**config.mk**
```make
export PLATFORM = sky130hd
export DESIGN_NAME = seq_shifter
export DESIGN_NICKNAME = d
export VERILOG_FILES = /design/src/rtl/seq_shifter.sv
export SDC_FILE = /design/constraint.sdc
export NUM_CORES = 1
export LEC_CHECK = 0
export CORE_MARGIN = 2
export CORE_UTILIZATION = 35
export CTS_BUF_LIST = sky130_fd_sc_hd__clkbuf_8
export CTS_CLUSTER_DIAMETER = 150
export DETAILED_ROUTE_END_ITERATION = 8
export SLEW_MARGIN = 20
export SYNTH_ARGS = -nofsm -noshare
export SYNTH_HDL_FRONTEND = slang
export SYNTH_SLANG_ARGS = --single-unit
```
**constraint.sdc**
```tcl
create_clock -name clk -period 2.68 [get_ports clk]
set_clock_uncertainty 0.1 [all_clocks]
set_input_delay 0.536 -clock clk [delete_from_list [all_inputs] [get_ports clk]]
set_output_delay 0.536 -clock clk [all_outputs]
set_load 0.02 [all_outputs]
```
**src/rtl/seq_shifter.sv**
```systemverilog
// Multi-cycle XLEN-wide shifter (SLL/SRL/SRA) that moves up to STEP bits per clock behind a start/busy/done handshake.
// Build option: define SEQ_SHIFTER_ROT_EN to make op 2'b11 a rotate right; otherwise 2'b11 behaves as SRL.
module seq_shifter #(
  parameter int  XLEN = 32,
  parameter int  STEP = 1,
  localparam int SHW  = $clog2(XLEN)
) (
  input  logic            clk,
  input  logic            rst,
  input  logic            start,
  input  logic            flush,
  input  logic [XLEN-1:0] a,
  input  logic [SHW-1:0]  shamt,
  input  logic [1:0]      op,
  output logic [XLEN-1:0] r,
  output logic            busy,
  output logic            done
);

  localparam logic [1:0] OP_SLL = 2'b00;
  localparam logic [1:0] OP_SRL = 2'b01;
  localparam logic [1:0] OP_SRA = 2'b10;
`ifdef SEQ_SHIFTER_ROT_EN
  localparam logic [1:0] OP_ROR = 2'b11;
  localparam logic [SHW:0] XLEN_W = (SHW+1)'(XLEN);
`endif
  localparam logic [SHW-1:0] STEP_W = SHW'(STEP);

  typedef enum logic [1:0] {
    S_IDLE,
    S_SHIFT,
    S_DONE
  } state_e;

  state_e          state_q, state_d;
  logic [XLEN-1:0] r_q, r_d;
  logic [SHW-1:0]  count_q, count_d;
  logic [1:0]      op_q, op_d;

  logic [SHW-1:0]  k;
  logic [XLEN-1:0] shift_res;

  // Bits moved this cycle: never more than what is left, so count cannot wrap.
  always_comb begin
    k = (count_q < STEP_W) ? count_q : STEP_W;
  end

  always_comb begin
    // NOTE: every always_comb output gets a default first so no path leaves it unassigned (no latch).
    shift_res = r_q >> k;
    case (op_q)
      OP_SLL:  shift_res = r_q << k;
      OP_SRL:  shift_res = r_q >> k;
      OP_SRA:  shift_res = $signed(r_q) >>> k;
`ifdef SEQ_SHIFTER_ROT_EN
      OP_ROR:  shift_res = (r_q >> k) | (r_q << (XLEN_W - {1'b0, k}));
`endif
      default: shift_res = r_q >> k;
    endcase
  end

  always_comb begin
    state_d = state_q;
    r_d     = r_q;
    count_d = count_q;
    op_d    = op_q;
    if (flush) begin
      // Abort wins over everything; r is left as-is and must be ignored by consumers.
      state_d = S_IDLE;
      count_d = '0;
    end else begin
      case (state_q)
        S_IDLE, S_DONE: begin
          if (start) begin
            r_d     = a;
            count_d = shamt;
            op_d    = op;
            state_d = S_SHIFT;
          end else begin
            state_d = S_IDLE;
          end
        end
        S_SHIFT: begin
          if (count_q == '0) begin
            state_d = S_DONE;
          end else begin
            r_d     = shift_res;
            count_d = count_q - k;
          end
        end
        default: state_d = S_IDLE;
      endcase
    end
  end

  // NOTE: sequential state uses non-blocking assignments so all flops update from pre-edge values.
  always_ff @(posedge clk or posedge rst) begin
    if (rst) begin
      state_q <= S_IDLE;
      r_q     <= '0;
      count_q <= '0;
      op_q    <= OP_SLL;
    end else begin
      state_q <= state_d;
      r_q     <= r_d;
      count_q <= count_d;
      op_q    <= op_d;
    end
  end

  assign r    = r_q;
  assign busy = (state_q == S_SHIFT);
  assign done = (state_q == S_DONE);

endmodule

```
==> results of run 1 <==
-- path summary, 6_finish.rpt --
kind / to
setup / recovery: busy
max in group asynchronous: r[1]$_DFFE_PP0P_
min in group asynchronous: r[9]$_DFFE_PP0P_
hold / removal: r[0]$_DFFE_PP0P_
setup reg to reg: r[16]$_DFFE_PP0P_
hold reg to reg: r[0]$_DFFE_PP0P_
-- state kept, by name (all words and copies together) (netlist names) --
| signal | cells |
|---|---|
| count_q | 5 |
| op_q | 2 |
| r | 32 |
| state_q | 2 |
-- synth_stat cells (all sizes together), types with 2 or more instances --
cell and instances:
inv 4, nand2b 3, mux2i 30, a22o 5, nor2 37, dfrtp 41
o32ai 2, ha 2, buf 9, nand3b 3, nor2b 2, clkbuf 5
nor3 3, mux2 35, a21oi 34, nand2 8, o21ai 2
-- report_power, final --
group / internal [mW] / switching, mW / total, mW / leakage [nW]
Combinational: 0.792 / 0.652 / 1.44 / 0.874
Clock: 0.271 / 0.216 / 0.487 / 0.0540
Sequential: 0.821 / 0.238 / 1.06 / 0.480
-- metal layers --
layer,wire [um],track usage,vias up
met5,0,0,-
li1,-,-,983
met2,3007,0.2713,44
met4,40,0.02517,0
met1,2853,0.2219,984
met3,231,0.03318,5
-- through the flow --
step | worst slack (ps) | cell area, sq um | utilization
floorplan | 866.5 | 2437 | -
global placement | 559.3 | 3322 | 0.4917
detailed placement | 545.6 | 3322 | 0.4917
CTS | 341.0 | 3426 | 0.5070
global route | 285.0 | 3426 | 0.5070
finish | 361.8 | 3426 | 0.5070
-- area by class of cell --
| cell class | count | share of cell area |
|---|---|---|
| tap | 80 | 0.02922 |
| clock buffer | 5 | 0.02009 |
| inverter | 4 | 0.004383 |
| sequential | 41 | 0.2995 |
| timing repair buffer | 84 | 0.2469 |
| clock inverter | 2 | 0.01023 |
| multi-input combinational | 174 | 0.3897 |
-- logic make-up after synthesis --
| group | Yosys count | share of synthesized area |
|---|---|---|
| and+or+nand+nor | 61 | 0.1134 |
| AOI/OAI and AO/OA | 46 | 0.1099 |
| DFF | 41 | 0.4209 |
| buffers and inverters | 18 | 0.03901 |
| muxes | 65 | 0.3065 |
| adders and majority gates | 2 | 0.01027 |
==> metrics, run 1 <==
final WL=6.132 mm; Max stage delay cell, worst path=clkdlybuf4s50_1; Leak=1.407 nW; prevailing post-synth register cell=dfrtp_1; Critical Path Max Stage Delay=620 ps; Final ANT Viol Nets=0; Synth Instances=233; TritonRoute pass-1 iters=4; CP required=2040 ps; via/cell ratio=5.169; CTS tree=done; Fillers=664; RSZ-0062 raised after global routing=false; top cells by area, synth=dfrtp_1, mux2i_1, mux2_2; starting density of the core=0.3607; Synth Warn #=0; CTS Root Cell=clkbuf_8; crit-path max FO=5; Hold Vio Cnt, Final=0; commonest non-fill, non-tap cell in the layout=clkdlybuf4s50_1; area of the multi-input gates=0.001335 sq mm; CTS Buf Count=5; Post-CTS Setup Inserts=0; Min-Delay Startpoint=r[0]$_DFFE_PP0P_; Placed Cells=383; CTS Hold Bufs=0; Post-synth EDFFs=0; Synth top area share=0.4209; CP Launch Type=register; CP Capture Type=output port; Site Rows=30; Clock Latency Late Sink=290 ps; Finish-stage setup viols=0; hpwl dp=4.240 mm; max-slew violations=0; Peak VDD IR=0.0003886 V; DRC=0; fin crit share=0.8650; slew at the pin with the worst max-slew slack=535.9 ps; RD Place Congestion=0.7698; distinct cell type count after synthesis=30; worst setup path startpoint=state_q[1]$_DFFE_PP0P_; Routed wire per std cell=15.72 um; status=finished clean; largest net degree at the start of global routing=42; min cycle time layout=2318 ps; Vias=2016; NumNets Final=355; n_diodes=0; clock buffer depth=2; final hold slack=466.9 ps; post-synth top area cell=dfrtp_1; CTS Sinks=41; FF-to-FF Start=count_q[2]$_DFFE_PP0P_; first-pass GRT wire length=9.901 mm; reg2reg path depth=5; critical path type=register to output port; die area=0.007648 sq mm; Post-synth ARST share=1.000; DIE WIDTH=87.45 um; total global-route track usage=0.1626; layout cells sized above 1=0.1774; crit path cell chain=nand2b_1 -> inv_1 -> clkdlybuf4s50_1; # Max-Cap Violations=0; post-synthesis sequential element count=41; total chip power=2.990 mW; vias in the first global route=1979; max_slew headroom=0.6428; clock-pin transition on the worst setup and hold timing paths=80 ps; CTS H-tree depth=2; final non-filler cell total=390; Seq/Total Area, Yosys=0.4209; Max Clk Rate=431.4 MHz; stages on the worst setup path=3; Placeable Area=0.006756 sq mm; I/O pins=77; initial drt markers=32; port bufs=76; Reg area=0.001026 sq mm; syn_area_per_cell=10.46 sq um; synthesized area=0.002437 sq mm; flop2flop setup slack=720 ps; commonest non-fill, non-tap cells in the layout=clkdlybuf4s50_1, dfrtp_1, nor2_1; Fin Setup TNS=0 ps; post_cts resized=0; Critical Path AT=1680 ps; WP buf/inv=2; crit-path leading delay family=buffers and inverters; initial antenna violation count=0; PwrDens=872.8 mW/mm^2; Hold Crit Class=register to register; Net Count, Synth=278; gr ovfl total=0; Die Y=87.45 um; Area growth syn-to-layout=40.55%; worst hold stages=1
(Power assumes the default switching activity.)
==> inputs of run 2 (changes only) <==
- clock period: 2.68 -> 2.7 ns (I/O delays scaled with it)
==> metrics, run 2 (synthesis gave the netlist of run 1 again) <==
NumNets Final=355; n_diodes=0; clock buffer depth=2; CTS Root Cell=clkbuf_8; worst setup path startpoint=state_q[1]$_DFFE_PP0P_; CP Launch Type=register; clock-pin transition on the worst setup and hold timing paths=80 ps; final hold slack=461.0 ps; Hold Vio Cnt, Final=0; Site Rows=30; CTS Buf Count=5; die area=0.007648 sq mm; design area=0.003396 sq mm; Post-CTS Setup Inserts=0; setup ws final=387.9 ps; crit-path leading delay family=buffers and inverters; CP Capture Type=output port; largest net degree at the start of global routing=42; Critical Path Max Stage Delay=620 ps; DIE WIDTH=87.45 um; FF-to-FF Start=count_q[2]$_DFFE_PP0P_; min cycle time layout=2312 ps; Fin Setup TNS=0 ps; starting density of the core=0.3607; max-slew violations=0; Critical Path AT=1670 ps; max_slew headroom=0.6260; layout cells sized above 1=0.1742; post_cts resized=0; final WL=6.236 mm; I/O pins=77; status=finished clean; Area growth syn-to-layout=39.32%; fin crit share=0.8563; Routed wire per std cell=15.99 um; Peak VDD IR=0.0002773 V; DP Area=0.003309 sq mm; first-pass GRT wire length=10.03 mm; Max stage delay cell, worst path=clkdlybuf4s50_1; # Max-Cap Violations=0; initial antenna violation count=0; Vias=2005; CTS Sinks=41; Die Y=87.45 um; Min-Delay Startpoint=r[0]$_DFFE_PP0P_; Finish-stage setup viols=0; total chip power=2.895 mW; TritonRoute pass-1 iters=4; Leak=1.398 nW; RD Place Congestion=0.7795; commonest non-fill, non-tap cell in the layout=clkdlybuf4s50_1; Final ANT Viol Nets=0; crit path cell chain=nand2b_1 -> inv_1 -> clkdlybuf4s50_1; CTS tree=done; CTS H-tree depth=2; gr ovfl total=0; slew at the pin with the worst max-slew slack=561.0 ps; Placeable Area=0.006756 sq mm; hpwl dp=4.290 mm; Hold Crit Class=register to register; CTS Hold Bufs=0; vias in the first global route=1983; initial drt markers=55; DP Worst Slack=455.5 ps; Clock Latency Late Sink=300 ps; WP buf/inv=2; PwrDens=852.4 mW/mm^2; CP required=2060 ps; total global-route track usage=0.1673; RSZ-0062 raised after global routing=false; via/cell ratio=5.141; critical path type=register to output port; port bufs=76; DRC=0; max reg flops=32; crit-path max FO=5; Max Clk Rate=432.5 MHz; commonest non-fill, non-tap cells in the layout=clkdlybuf4s50_1, dfrtp_1, nor2_1
[run 2: cell types whose count changed in the layout (fill, tap and decap cells not counted)]
cell / before / now
clkinv_2: 1 / 0
buf_4: 6 / 7
inv_1: 3 / 4
clkbuf_8: 5 / 6
buf_12: 2 / 1
bufinv_16: 1 / 0
[run 2: cell type report]
class                           instances  area, sq um
Clock inverter                          1        3.754
Clock buffer                            6        82.58
Inverter                                4        15.01
Fill cell                             639         3361
Tap cell                               80        100.1
Sequential cell                        41         1026
Multi-Input combinational cell        174         1335
Timing Repair Buffer                   84        833.3
[run 2: stage by stage]
step                      std cells  utilization
after floorplan                 233            -
after global placement          383       0.4898
after detailed placement        383       0.4898
after CTS                       390       0.5026
after global routing            390       0.5026
final                           390       0.5026
[run 2: layer usage]
layer	track usage	wire, um	vias to the layer above
met1	0.2337	2970	960
met3	0.03128	253	8
met4	0.05175	100	0
met2	0.2624	2911	55
li1	-	-	982
met5	0	0	-
[run 2: path summary, 6_finish.rpt]
kind,to,slack (ps),cells after the start
worst max-delay path,busy,390,3
worst min-delay path,r[0]$_DFFE_PP0P_,460,1
worst max register to register,r[6]$_DFFE_PP0P_,670,5
worst min register to register,r[0]$_DFFE_PP0P_,460,1
max in group asynchronous,r[25]$_DFFE_PP0P_,1540,3
min in group asynchronous,r[10]$_DFFE_PP0P_,590,3
[run 2: worst register-to-register path, cell delays in order (launching register included)]
cell     delay, ps
dfrtp_1        450
or3_4          430
o21ai_1        250
a21oi_4         90
buf_4          250
mux2_4         340
[run 2: power by group]
part | switching, mW | internal [mW] | leakage, nW
Combinational | 0.649 | 0.783 | 0.870
Sequential | 0.237 | 0.815 | 0.480
Clock | 0.211 | 0.199 | 0.0485
Total | 1.10 | 1.80 | 1.40
